`config.mk`:
```
export PLATFORM = sky130hd
export DESIGN_NAME = arduino_to_fpga_spi
export DESIGN_NICKNAME = d
export VERILOG_FILES = /design/src/rtl/spi_quat_pkg.sv /design/src/rtl/spi_word_deser.sv /design/src/rtl/arduino_to_fpga_spi.sv
export SDC_FILE = /design/constraint.sdc
export NUM_CORES = 1
export LEC_CHECK = 0
export ABC_AREA = 1
export BUFFER_PORTS_ARGS = -buffer_cell sky130_fd_sc_hd__buf_2
export CELL_PAD_IN_SITES_DETAIL_PLACEMENT = 0
export CELL_PAD_IN_SITES_GLOBAL_PLACEMENT = 2
export CORE_ASPECT_RATIO = 1.25
export CORE_UTILIZATION = 37
export CTS_BUF_LIST = sky130_fd_sc_hd__clkbuf_8
export CTS_CLUSTER_SIZE = 8
export DETAILED_ROUTE_END_ITERATION = 12
export PLACE_DENSITY_LB_ADDON = 0.15
export SYNTH_ARGS = -nofsm -noshare
export SYNTH_HDL_FRONTEND = slang
export SYNTH_SLANG_ARGS = --single-unit
```
`constraint.sdc`:
```
create_clock -name sclk -period 4.8 [get_ports sclk]
set_input_delay 0.24 -clock sclk [delete_from_list [all_inputs] [get_ports sclk]]
set_output_delay 0.24 -clock sclk [all_outputs]
set_load 0.02 [all_outputs]
```
`src/rtl/spi_quat_pkg.sv`:
```
// Shared definitions for the quaternion SPI links (MOSI receiver and MISO transmitter).
package spi_quat_pkg;

  localparam int unsigned WORD_W      = 32;
  localparam int unsigned NUM_WORDS   = 4;
  localparam int unsigned BIT_CNT_W   = $clog2(WORD_W);
  localparam int unsigned IDX_W       = $clog2(NUM_WORDS);
  localparam int unsigned GAP_DEFAULT = 2;

  typedef enum logic {
    ST_GAP   = 1'b0,
    ST_SHIFT = 1'b1
  } spi_state_t;

  typedef struct packed {
    logic [WORD_W-1:0] q3;
    logic [WORD_W-1:0] q2;
    logic [WORD_W-1:0] q1;
    logic [WORD_W-1:0] q0;
  } quat_frame_t;

  // Posedges of sclk (with cs low) needed for one complete frame.
  function automatic int unsigned frame_edges(input int unsigned gap_cycles);
    return NUM_WORDS * (gap_cycles + WORD_W);
  endfunction

  localparam int unsigned FRAME_EDGES_DEFAULT = frame_edges(GAP_DEFAULT);

endpackage

```
`src/rtl/spi_word_deser.sv`:
```
// LSB-first serial-to-parallel shifter for one word, with bit counter and completion flag.
module spi_word_deser
  import spi_quat_pkg::*;
(
  input  logic                 sclk,
  input  logic                 rst,
  input  logic                 clear,
  input  logic                 load_en,
  input  logic                 mosi,
  output logic [WORD_W-1:0]    word,
  output logic [BIT_CNT_W-1:0] bit_cnt,
  output logic                 word_done
);

  // High on the edge that samples the last bit of the word.
  assign word_done = load_en && (bit_cnt == BIT_CNT_W'(WORD_W - 1));

  always_ff @(posedge sclk) begin
    if (rst || clear) begin
      word    <= '0;
      bit_cnt <= '0;
    end else if (load_en) begin
      word    <= {mosi, word[WORD_W-1:1]};
      bit_cnt <= bit_cnt + BIT_CNT_W'(1);
    end
  end

endmodule

```
`src/rtl/arduino_to_fpga_spi.sv`:
```
// SPI slave receiver: deserializes a four-word quaternion frame from MOSI and
// presents it atomically on q0..q3 with a one-cycle data_valid strobe.
module arduino_to_fpga_spi
  import spi_quat_pkg::*;
#(
  parameter int unsigned GAP_CYCLES = 2,
  parameter int unsigned WORD_W     = 32
) (
  input  logic              sclk,
  input  logic              rst,
  input  logic              cs,
  input  logic              mosi,
  output logic [WORD_W-1:0] q0,
  output logic [WORD_W-1:0] q1,
  output logic [WORD_W-1:0] q2,
  output logic [WORD_W-1:0] q3,
  output logic              data_valid,
  output logic              frame_error
);

  localparam int unsigned GAP_W    = 2;
  localparam logic [GAP_W-1:0] GAP_LAST = (GAP_CYCLES == 0) ? '0 : GAP_W'(GAP_CYCLES - 1);

  spi_state_t          state, state_next;
  logic [GAP_W-1:0]    gap_cnt, gap_cnt_next;
  logic [IDX_W-1:0]    word_idx, word_idx_next;
  logic [WORD_W-1:0]   stage0, stage1, stage2;
  quat_frame_t         frame_q;

  logic                shifting_c;
  logic                load_en_c;
  logic                mid_frame_c;
  logic                frame_done_c;
  logic [WORD_W-1:0]   shreg;
  logic [WORD_W-1:0]   word_full_c;
  logic [BIT_CNT_W-1:0] bit_cnt;
  logic                word_done;

  // With no gap the FSM never leaves GAP and every edge is a data edge.
  assign shifting_c   = (state == ST_SHIFT) || (GAP_CYCLES == 0);
  assign load_en_c    = shifting_c && !cs;
  assign mid_frame_c  = (state == ST_SHIFT) || (gap_cnt != '0) || (bit_cnt != '0) || (word_idx != '0);
  assign frame_done_c = word_done && (word_idx == IDX_W'(NUM_WORDS - 1));
  assign word_full_c  = {mosi, shreg[WORD_W-1:1]};

  spi_word_deser u_deser (
    .sclk      (sclk),
    .rst       (rst),
    .clear     (cs),
    .load_en   (load_en_c),
    .mosi      (mosi),
    .word      (shreg),
    .bit_cnt   (bit_cnt),
    .word_done (word_done)
  );

  always_ff @(posedge sclk) begin
    if (rst) begin
      state    <= ST_GAP;
      gap_cnt  <= '0;
      word_idx <= '0;
    end else begin
      state    <= state_next;
      gap_cnt  <= gap_cnt_next;
      word_idx <= word_idx_next;
    end
  end

  always_comb begin
    state_next    = state;
    gap_cnt_next  = gap_cnt;
    word_idx_next = word_idx;
    if (cs) begin
      state_next    = ST_GAP;
      gap_cnt_next  = '0;
      word_idx_next = '0;
    end else begin
      unique case (state)
        ST_GAP: begin
          if (GAP_CYCLES == 0) begin
            if (word_done) word_idx_next = word_idx + IDX_W'(1);
          end else if (gap_cnt == GAP_LAST) begin
            state_next   = ST_SHIFT;
            gap_cnt_next = '0;
          end else begin
            gap_cnt_next = gap_cnt + GAP_W'(1);
          end
        end
        ST_SHIFT: begin
          if (word_done) begin
            word_idx_next = word_idx + IDX_W'(1);
            state_next    = ST_GAP;
          end
        end
        default: state_next = ST_GAP;
      endcase
    end
  end

  // Staging for words 0..2; word 3 is taken straight from the shifter.
  always_ff @(posedge sclk) begin
    if (rst) begin
      stage0 <= '0;
      stage1 <= '0;
      stage2 <= '0;
    end else if (word_done) begin
      case (word_idx)
        2'd0:    stage0 <= word_full_c;
        2'd1:    stage1 <= word_full_c;
        2'd2:    stage2 <= word_full_c;
        default: ;
      endcase
    end
  end

  always_ff @(posedge sclk) begin
    if (rst) begin
      frame_q     <= '0;
      data_valid  <= 1'b0;
      frame_error <= 1'b0;
    end else begin
      data_valid <= 1'b0;
      if (cs) begin
        if (mid_frame_c) frame_error <= 1'b1;
      end else if (frame_done_c) begin
        frame_q     <= '{q3: word_full_c, q2: stage2, q1: stage1, q0: stage0};
        data_valid  <= 1'b1;
        frame_error <= 1'b0;
      end
    end
  end

  assign q0 = frame_q.q0;
  assign q1 = frame_q.q1;
  assign q2 = frame_q.q2;
  assign q3 = frame_q.q3;

endmodule

```
======== Word-level counts from Yosys, hierarchy flattened ========
Index checks and enable logic that the tools add are counted.
word-level totals
  RAM bits ................................ 0
  memories ................................ 0
  latch bits .............................. 0
  register bits after elaboration ......... 268
  memory bits (read-only) ................. 0
  output and inout port bits .............. 130
cells by class
  shifts and indexed selects .............. 0
  magnitude comparators ................... 0
  reductions and logical operators ........ 20
  mux-type cells .......................... 8
  equality and inequality tests ........... 6
  bitwise operators ....................... 2
  add/subtract/negate cells ............... 3
  multipliers ............................. 0
  divide/modulo/power cells ............... 0
operators with widths
  operator               count
  $reduce_and A2 Y1      6
  $mux W1                6
  $reduce_bool A2 Y1     3
  $add A5 B1 Y5 const B  1
  $eq A5 B5 Y1 const B   1
  $reduce_bool A5 Y1     1
  $add A2 B1 Y2 const B  2
  $eq A2 B1 Y1 const B   2
  $eq A2 B2 Y1 const B   2
  $logic_or A1 B1 Y1     4
  $logic_and A1 B1 Y1    3
  $logic_not A2 Y1       1
  $mux W2                1
  $ne A2 B1 Y1 const B   1
  $not A1 Y1             2
  $pmux W1 S2            1
  $reduce_or A2 Y1       1
  $logic_not A1 Y1       1

======== Longest topological paths before layout ========
Gate-level depths: netlist of the first run.
  depth in word-level cells ............... 6
  gate-level depth with buffers ........... 11

======== Modules after synthesis ========
Synthesis of the first run repeated with hierarchy kept, for this count alone.
unflattened totals
  cell total of the unflattened synthesis .. 1,189
  area total of the unflattened synthesis .. 9,404.0 µm²
modules (own cells, without submodules)
  module               area an instance (µm²)  cells an instance  instances  sequential area each (µm²)
  arduino_to_fpga_spi  8,061.5                 1,020              1          4,624.4
  spi_word_deser       1,342.5                 169                1          740.7

======== Worst setup path before layout of the first run ========
No wires, ideal clock.
  path type ............................... reg-to-reg
  start point ............................. register u_deser.bit_cnt[0]
  end point ............................... register frame_q (netlist bit q0[10])
  path buffers ............................ 3
  data arrival time ....................... 1,619 ps
  data required time ...................... 4,730 ps
  cell stages (with the launch flop) ...... 12
  clock period less this slack ............ 1,690 ps
  library setup time ...................... 70 ps
  setup slack ............................. 3,110 ps
  path through ............................ dfxtp_1 > ha_1 > inv_1 > nor3_1 > ha_1 > inv_1 > nor2_2 > buf_4 > buf_6 > buf_6 > nand3_1 > a21oi_1
on the way
  word-level cells in the longest chain between the ends .. 4
RTL lines
  item                         RTL line                    RTL
  from (decl)                  spi_word_deser.sv:11        output logic [BIT_CNT_W-1:0] bit_cnt,
  from (signal assigned)       spi_word_deser.sv:24        bit_cnt <= bit_cnt + BIT_CNT_W'(1);
  $eq A5 B5 Y1                 spi_word_deser.sv:16        assign word_done = load_en && (bit_cnt == BIT_CNT_W'(WORD_W - 1));
  $logic_and A1 B1 Y1          spi_word_deser.sv:16
  $logic_and A1 B1 Y1          arduino_to_fpga_spi.sv:43   assign frame_done_c = word_done && (word_idx == IDX_W'(NUM_WORDS - 1));
  $reduce_and A2 Y1 (no line)  --
  to (signal assigned)         arduino_to_fpga_spi.sv:126  frame_q <= '{q3: word_full_c, q2: stage2, q1: stage1, q0: stage0};
  to (decl)                    arduino_to_fpga_spi.sv:28   quat_frame_t frame_q;
Every way passes these cells.
A chain may end at the register's enable or synchronous reset.

======== Worst setup path in the final report of the first run ========
  start point ............................. register u_deser.bit_cnt[0]
  end point ............................... register stage0[20]
on the way
  word-level cells in the longest chain between the ends .. 3
RTL lines
  item                         RTL line                    RTL
  $eq A5 B5 Y1                 spi_word_deser.sv:16
  $logic_and A1 B1 Y1          spi_word_deser.sv:16
  $reduce_and A2 Y1 (no line)  --
  to (signal assigned)         arduino_to_fpga_spi.sv:108  2'd0: stage0 <= word_full_c;
  to (decl)                    arduino_to_fpga_spi.sv:27   logic [WORD_W-1:0] stage0, stage1, stage2;
Every way passes these cells.

==> results of run 1 <==
cell usage after synthesis, drive strengths merged:
master    n
nor3      5
o21ai    37
a21oi   243
dfxtp   267
buf      52
nor2     51
nand3   226
nand2   238
ha        7
clkbuf   58
inv      19
metrics by stage:
stage	util, %	hold WS, ns	instance area [µm²]	cells
final	44.1	0.0659	11200	1648
after global placement	40.8	0.446	10400	1577
after detailed placement	40.8	0.451	10400	1577
after CTS	44.0	0.0362	11200	1647
after global routing	44.1	0.0636	11200	1648
after floorplan	-	0.383	9700	1203
worst max-delay path: stages (launching register included):
cell	delay, ns
dfxtp_1	0.35
ha_1	0.17
inv_1	0.05
nor3_1	0.15
ha_1	0.20
inv_1	0.07
nor2_4	0.17
buf_4	0.49
nand2_1	0.84
nand2_1	0.25
a21oi_1	0.08
sequential cells by signal, indices dropped and copies added (netlist names):
signal           flops
word_idx             2
data_valid           1
stage0              32
frame_error          1
u_deser.word        31
stage2              32
gap_cnt              2
q2                  32
q0                  32
shifting_c           1
stage1              32
u_deser.bit_cnt      5
q3                  32
q1                  32
area by class of cell:
type / instances / area [µm²]
fill: 2676 / 14200
sequential: 267 / 5350
multi-input combinational: 807 / 3760
timing repair buffer: 151 / 817
clock buffer: 52 / 716
tap: 335 / 419
clock inverter: 17 / 91.3
inverter: 19 / 71.3
metal layers:
| layer | vias to the layer above | GRT usage (%) |
|---|---|---|
| met2 | 172 | 32.7 |
| met3 | 44 | 3.46 |
| met4 | 0 | 5.71 |
| li1 | 4242 | - |
| met5 | - | 0 |
| met1 | 3903 | 28.7 |
kinds of logic after synthesis:
family | count (synthesis) | share of synthesized area, %
AOI/OAI and AO/OA | 280 | 14.5
DFF | 267 | 55.1
buffers and inverters | 129 | 6.38
and+or+nand+nor | 520 | 23.1
adders and majority gates | 7 | 0.903
cell usage in the layout, fill, tap and decap left out, drive strengths merged:
master / n
dfxtp: 267
ha: 7
clkinv: 1
nand2: 238
nand3: 226
a21oi: 243
buf: 150
nor2: 51
dlygate4sd3: 1
clkbuf: 52
inv: 34
bufinv: 1
nor3: 5
o21ai: 37
final timing paths:
path / startpoint / to / slack (ns) / cells past startpoint
worst max register to register: u_deser.bit_cnt[0] / stage0[20] / 1.81 / 10
worst min-delay path: cs / frame_error / 0.07 / 3
worst min register to register: q2[14] / q2[14] / 0.45 / 2
worst max-delay path: u_deser.bit_cnt[0] / stage0[20] / 1.81 / 10
power by group through the flow:
stage	sequential [mW]	clock (mW)	combinational [mW]
final	2.23	1.89	0.0630
after CTS	2.23	1.95	0.0624
after detailed placement	2.28	0	0.0617
after global placement	2.28	0	0.0618
after global routing	2.23	2.04	0.0692
after floorplan	2.28	0	0.0434
what timing repair did:
action,in CTS,in global routing
setup buffers,0,0
hold endpoints to repair,1,0
hold buffers,1,0
gates resized for setup,0,0
==> flow_summary.ini, run 1 <==
[sta]
finalHoldViolCount = 0
max_freq_ghz = 0.334
max_slew_margin_pct = 22.5
tightest_slew_ns = 1.16
finalWorstSetupSlack_ns = 1.81
grt_setup_unrepaired = no
tns_ns = 0
setup_viol = 0
fin_crit_sh_pct = 62.3
finClkSkew_ns = 0.0216
slew_violations = 0
fin_crit_ns = 2.99

[worst_setup_path]
end_kind = register
startpoint_type = register
path_class = reg -> reg
cp.required_ns = 5.18
arrival_ns = 3.37
crit_fanout = 56

[floorplanning]
io_pins = 134
die_w_um = 147
std_cell_rows = 65
initial_core_util_pct = 38.1
core_area_um2 = 25500
die_h_um = 183
fp.dieArea_um2 = 26900

[global_routing]
first_global_vias = 7784
antenna_found_initial = 0
grt_max_degree = 91
grt_pass1_wl_mm = 44.2
grt_usage_pct = 20.6
grt_overflow_total = 0

[route]
dr_wl_met2_mm = 13.0
dr_wl_met3_mm = 1.15
viasPerCell = 5.07
drt-pass1-iter-count = 4
wl_per_cell_um = 17.0
top_layer = met4
wl_met1_mm = 13.4
drc = 0
final_antenna_net_count = 0
first_iter_violations = 571
routed_wl_mm = 28.1
vias = 8361

[synth]
synth_top_cell_by_area = dfxtp_1
syn_inst = 1203
ys_ff_latch = 267
ys_seq_area_share_pct = 55.1
synth_top_area_share_pct = 55.1
synthTopCellsByArea = dfxtp_1 55%, a21oi_1 13%, nand3_1 12%
yosysUniqueCellTypes = 16
avgSynthCellArea_um2 = 8.06
syn_nets = 1214
syn_area_um2 = 9700
yosysWarnings = 0

[clocking]
cts_sinks = 267
clock_latency_ns = 0.54
cts_made_buffers = 44
cts_tree = built
h-tree-depth = 2
clockBufferDepth = 3
cts-root-buf = clkbuf_8
clkTransAtPathRegs_ns = 0.06

[power]
switchingPower_mw = 0.937
total_power_mw = 4.19
p_int_mw = 3.25
power_switching_share_pct = 22.4
vdd_drop_max_mv = 0.200
combPwrFrac_pct = 1.5
power_density_nw_per_um2 = 373
power_frac_seq_pct = 53.3
p_leak_nw = 4.18
clkPwrFrac_pct = 45.2

[place]
dp_hpwl_mm = 16.4
port_buffers = 133
place_ws_ns = 1.75
place.gp.congestion = 0.744

[final_layout]
fin_nets = 1301
drive_above_1_share_pct = 15.8
syn2layout_area_growth_pct = 15.7
diodes = 0

[min_path]
hold_path.class = in -> reg

[outcome]
status = complete, no violations

[flow_run]
max_cap_violations = 0
No activity file was read; power rests on OpenSTA's default activity.
==> run 2, diff against run 1 <==
--- a/config.mk
+++ b/config.mk
@@ -10,7 +10,7 @@
 export CELL_PAD_IN_SITES_DETAIL_PLACEMENT = 0
 export CELL_PAD_IN_SITES_GLOBAL_PLACEMENT = 2
 export CORE_ASPECT_RATIO = 1.25
-export CORE_UTILIZATION = 37
+export CORE_UTILIZATION = 31
 export CTS_BUF_LIST = sky130_fd_sc_hd__clkbuf_8
 export CTS_CLUSTER_SIZE = 8
 export DETAILED_ROUTE_END_ITERATION = 12
==> constraint.sdc (replaced) <==
create_clock -name sclk -period 2.57 [get_ports sclk]
set_input_delay 0.1285 -clock sclk [delete_from_list [all_inputs] [get_ports sclk]]
set_output_delay 0.1285 -clock sclk [all_outputs]
set_load 0.02 [all_outputs]
==> run 2 against run 1 <==
Routed wire length grew 7.4%. Setup slack worse by 1.5 ns. Die area increased by 19%. Critical path depth is 1 higher. Hold slack improved by 0.37 ns. Count of clock-buffer cells in the layout grew 1. Global-route usage fell by 2.1 points. Largest power group unchanged.
==> flow_summary.ini, run 2 (synthesis gave the netlist of run 1 again) <==
[worst_setup_path]
arrival_ns = 2.67
end_kind = register
path_class = reg -> reg
startpoint_type = register
r2r-start = u_deser.bit_cnt[1]
cp_slowest_cell = nor2_4
cp.required_ns = 2.98
critPathLaunch = u_deser.bit_cnt[1]
critPathMaxStageDelay_ns = 0.36
crit_fanout = 37
path_cells = ha_1, inv_1, nor3_1, ha_1, inv_1, nor2_4, buf_12, nand2_1, buf_4, nand2_1, a21oi_1

[final_layout]
stdcell_count = 1745
fin_nets = 1318
mostFrequentLayoutCells = 267 x dfxtp_1, 243 x a21oi_1, 237 x nand2_1
seqCellArea_um2 = 5350
diodes = 0
fin_util_pct = 37.3
syn2layout_area_growth_pct = 18.9
fillers = 3375
multi_input_area_um2 = 3760
final_common_cell = dfxtp_1
drive_above_1_share_pct = 16.7

[clocking]
clkTransAtPathRegs_ns = 0.06
h-tree-depth = 2
clockBufferDepth = 3
cts_tree = built
post_cts_buffers = 0
cts_sinks = 267
cts_made_buffers = 46
cts-root-buf = clkbuf_8
clock_latency_ns = 0.56

[sta]
hold_slack_ns = 0.436
fin_crit_sh_pct = 87.9
setup_viol = 0
tightest_slew_ns = 0.667
fin_crit_ns = 2.26
finalWorstSetupSlack_ns = 0.311
max_freq_ghz = 0.443
slew_violations = 0
finalHoldViolCount = 0
finClkSkew_ns = 0.0220
grt_setup_unrepaired = no
tns_ns = 0
max_slew_margin_pct = 55.5

[global_routing]
grt_max_degree = 133
antenna_found_initial = 0
grt_usage_pct = 18.5
grt_pass1_wl_mm = 46.7
first_global_vias = 8135
grt_overflow_total = 0

[floorplanning]
core_area_um2 = 30900
io_pins = 134
die_h_um = 200
fp.dieArea_um2 = 32000
std_cell_rows = 72
initial_core_util_pct = 31.4
die_w_um = 160

[place]
place_ws_ns = 0.320
dp_cells = 1663
dp_hpwl_mm = 18.4
place.gp.congestion = 0.748
port_buffers = 133

[power]
power_density_nw_per_um2 = 681
p_leak_nw = 4.32
p_int_mw = 6.03
power_frac_seq_pct = 53.1
vdd_drop_max_mv = 0.331
combPwrFrac_pct = 1.6
power_switching_share_pct = 23.2
switchingPower_mw = 1.82
clkPwrFrac_pct = 45.4

[route]
routed_wl_mm = 30.2
final_antenna_net_count = 0
first_iter_violations = 487
viasPerCell = 4.85
wl_per_cell_um = 17.3
vias = 8458
drc = 0
drt-pass1-iter-count = 5

[outcome]
status = complete, no violations

[min_path]
hold_path.class = in -> reg
min-delay-start = cs

[flow_run]
max_cap_violations = 0
-- run 2: cell types whose count changed in the layout (fill, tap and decap cells not counted), sizes merged --
| cell | before | now |
|---|---|---|
| bufinv | 1 | 0 |
| dlygate4sd3 | 1 | 3 |
| clkbuf | 52 | 53 |
| inv | 34 | 42 |
| buf | 150 | 163 |
| clkinv | 1 | 3 |
-- run 2: final timing paths --
check,endpoint,slack [ns],cells after the start
setup / recovery,stage1[14],0.31,11
hold / removal,frame_error,0.44,4
setup reg to reg,stage1[14],0.31,11
hold reg to reg,q2[7],0.46,2
-- run 2: routing by layer --
| layer | part of all wire [%] | track usage, % | up-vias |
|---|---|---|---|
| li1 | - | - | 4271 |
| met1 | 48 | 24.8 | 3982 |
| met2 | 46 | 30.4 | 159 |
| met3 | 3.8 | 3.05 | 46 |
| met4 | 2.1 | 5.82 | 0 |
| met5 | 0 | 0 | - |
-- run 2: cell type report --
cell class,instances,area share [%]
well taps,407,4.42
clock buffers,53,6.33
clock inverters,26,0.879
repair buffers,166,8.80
flip-flops and latches,267,46.4
inverters,19,0.618
multi-input cells,807,32.6
-- run 2: what timing repair did --
action                                 in CTS  in global routing
endpoints found under the hold margin      22                  0
resized for setup                           0                  0
hold buffers                                3                  0
-- run 2: power groups by stage --
| stage | Combinational [mW] | Clock [mW] | Sequential (mW) |
|---|---|---|---|
| floorplan | 0.0811 | 0 | 4.25 |
| global placement | 0.121 | 0 | 4.26 |
| detailed placement | 0.121 | 0 | 4.26 |
| CTS | 0.125 | 3.70 | 4.17 |
| global route | 0.136 | 3.88 | 4.17 |
| finish | 0.123 | 3.56 | 4.17 |
-- run 2: stage by stage --
stage	instance area [µm²]	total power, mW
after global routing	11500	8.19
after floorplan	9700	4.33
after detailed placement	10700	4.38
final	11500	7.86
after CTS	11500	8.00
after global placement	10700	4.38
-- run 2: worst max-delay path: cells and delay by family (launching register included) --
kind / cells / cell delay [ns]
and+or+nand+nor: 4 / 0.68
buffers and inverters: 4 / 0.63
adders and majority gates: 2 / 0.37
AOI/OAI and AO/OA: 1 / 0.06
DFF: 1 / 0.35
==> run 3, diff against run 2 <==
--- a/config.mk
+++ b/config.mk
@@ -6,7 +6,7 @@
 export NUM_CORES = 1
 export LEC_CHECK = 0
 export ABC_AREA = 1
-export BUFFER_PORTS_ARGS = -buffer_cell sky130_fd_sc_hd__buf_2
+export BUFFER_PORTS_ARGS = -buffer_cell sky130_fd_sc_hd__clkbuf_2
 export CELL_PAD_IN_SITES_DETAIL_PLACEMENT = 0
 export CELL_PAD_IN_SITES_GLOBAL_PLACEMENT = 2
 export CORE_ASPECT_RATIO = 1.25
@@ -14,7 +14,7 @@
 export CTS_BUF_LIST = sky130_fd_sc_hd__clkbuf_8
 export CTS_CLUSTER_SIZE = 8
 export DETAILED_ROUTE_END_ITERATION = 12
-export PLACE_DENSITY_LB_ADDON = 0.15
+export PLACE_DENSITY = 0.83
 export SYNTH_ARGS = -nofsm -noshare
 export SYNTH_HDL_FRONTEND = slang
 export SYNTH_SLANG_ARGS = --single-unit
==> run 3 against run 2 <==
Sequential cell count unchanged. Utilization decreased by 0.46 points. Clock power decreased by 2%. Register-to-register slack improved by 0.08 ns. Die area unchanged. Power decreased by 0.92%. Routed wire length decreased by 6.7%. Maximum frequency increased by 3.9%. Sequential power about the same. Global-route usage decreased by 1.1 points. Count of clock-buffer cells in the layout decreased by 1. Design area decreased by 1.2%. Largest cell class unchanged.
==> flow_summary.ini, run 3 (synthesis gave the netlist of run 1 again) <==
[outcome]
status = complete, no violations

[worst_setup_path]
cp.required_ns = 3.04
rr_endpoint = q1[16]
path_cells = ha_1, inv_1, nor3_1, ha_1, inv_1, nor2_4, buf_4, nand3_1, a21oi_1
startpoint_type = register
r2r-start = u_deser.bit_cnt[0]
cp_slowest_cell = buf_4
crit_fanout = 43
end_kind = register
path_class = reg -> reg
arrival_ns = 2.64
r2r_slack_ns = 0.40
reg2reg_depth = 9
critPathMaxStageDelay_ns = 0.46

[clocking]
cts_sinks = 267
cts-root-buf = clkbuf_8
clockBufferDepth = 3
cts_tree = built
clock_latency_ns = 0.55
cts_made_buffers = 44
h-tree-depth = 2
clkTransAtPathRegs_ns = 0.06
ctsResizeCount = 0

[min_path]
holdPathEnd = q3[30]
min-delay-start = rst
hold_path.class = in -> reg
whs_path_depth = 2

[route]
final_antenna_net_count = 0
drc = 0
routed_wl_mm = 28.1
wl_per_cell_um = 16.3
drt-pass1-iter-count = 4
first_iter_violations = 486
viasPerCell = 4.87
vias = 8389

[floorplanning]
io_pins = 134
initial_core_util_pct = 31.4
fp.dieArea_um2 = 32000
die_h_um = 200
std_cell_rows = 72
die_w_um = 160
core_area_um2 = 30900

[sta]
finClkSkew_ns = 0.0144
setup_viol = 0
max_slew_margin_pct = 44.0
tightest_slew_ns = 0.840
fin_crit_sh_pct = 84.6
grt_setup_unrepaired = no
fin_crit_ns = 2.17
finalHoldViolCount = 0
max_freq_ghz = 0.460
slew_violations = 0
tns_ns = 0

[final_layout]
seqCellArea_um2 = 5350
mostFrequentLayoutCells = 267 x dfxtp_1, 243 x a21oi_1, 237 x nand2_1
final_common_cell = dfxtp_1
multi_input_area_um2 = 3760
drive_above_1_share_pct = 16.1
fin_nets = 1306
fillers = 3243
stdcell_count = 1724
diodes = 0
syn2layout_area_growth_pct = 17.5

[place]
dp_hpwl_mm = 17.2
dp_cells = 1654
port_buffers = 133
place.gp.congestion = 0.747

[global_routing]
grt_max_degree = 131
grt_usage_pct = 17.4
antenna_found_initial = 0
first_global_vias = 7914
grt_overflow_total = 0
grt_pass1_wl_mm = 44.4

[power]
vdd_drop_max_mv = 0.344
p_leak_nw = 4.08
power_density_nw_per_um2 = 684

[flow_run]
max_cap_violations = 0
run 3: changes by cell type in the layout (fill, tap and decap cells not counted), moves of 2 or more:
| cell | previous run | this run |
|---|---|---|
| buf_12 | 7 | 4 |
| clkbuf_2 | 0 | 132 |
| inv_1 | 42 | 33 |
| buf_2 | 132 | 0 |
| clkinv_2 | 3 | 1 |
| buf_4 | 23 | 17 |
run 3: timing repair:
| item | 4_1_cts | 5_1_grt |
|---|---|---|
| hold buffers | 2 | 0 |
| buffers inserted | 0 | 0 |
| hold endpoints to repair | 6 | 0 |
run 3: cell type report:
cell class	count	area share, %
sequential	267	46.9
multi-input combinational	807	33.0
timing repair buffer	156	7.90
clock buffer	52	6.28
tap	407	4.47
clock inverter	16	0.769
inverter	19	0.626
run 3: stage by stage:
| step | setup slack (ns) | instance area (µm²) | utilization, % | hold slack, ns | total power [mW] |
|---|---|---|---|---|---|
| 2_1_floorplan | 0.880 | 9700 | - | 0.271 | 4.33 |
| 6_report | 0.396 | 11400 | 36.9 | 0.0809 | 7.79 |
| 5_1_grt | 0.168 | 11400 | 36.9 | 0.0914 | 8.10 |
| 3_5_place_dp | 0.427 | 10600 | 34.2 | 0.454 | 4.37 |
| 3_3_place_gp | 0.541 | 10600 | 34.2 | 0.450 | 4.37 |
| 4_1_cts | 0.413 | 11400 | 36.9 | 0.0676 | 7.91 |
run 3: layer usage:
layer | global-route usage (%) | routed length, µm | up-vias
met5 | 0 | 0 | -
met1 | 23.5 | 13200 | 3944
li1 | - | - | 4235
met2 | 27.9 | 13200 | 176
met4 | 5.43 | 495 | 0
met3 | 3.28 | 1230 | 34
run 3: worst max-delay path by stage:
stage / from / end / slack (ns) / cells past startpoint
5_1_grt: u_deser.bit_cnt[1] / q1[24] / 0.17 / 9
3_3_place_gp: u_deser.bit_cnt[0] / q1[14] / 0.54 / 9
4_1_cts: u_deser.bit_cnt[0] / q1[16] / 0.41 / 9
2_1_floorplan: u_deser.bit_cnt[0] / q0[10] / 0.88 / 11
6_report: u_deser.bit_cnt[0] / q1[16] / 0.40 / 9
3_5_place_dp: u_deser.bit_cnt[0] / q1[16] / 0.43 / 9
run 3: where the power goes:
part	leakage (nW)	switching (mW)	internal, mW	total [mW]
Sequential	2.15	0.0198	4.15	4.17
Clock	0.466	1.60	1.90	3.50
Combinational	1.47	0.0925	0.0216	0.114
Total	4.08	1.71	6.07	7.79
run 3: worst max-delay path: cells and delay by family, from the launching register on:
kind / cells / cell delay, ns
buffers and inverters: 3 / 0.58
DFF: 1 / 0.36
and+or+nand+nor: 3 / 0.59
AOI/OAI and AO/OA: 1 / 0.17
adders and majority gates: 2 / 0.38
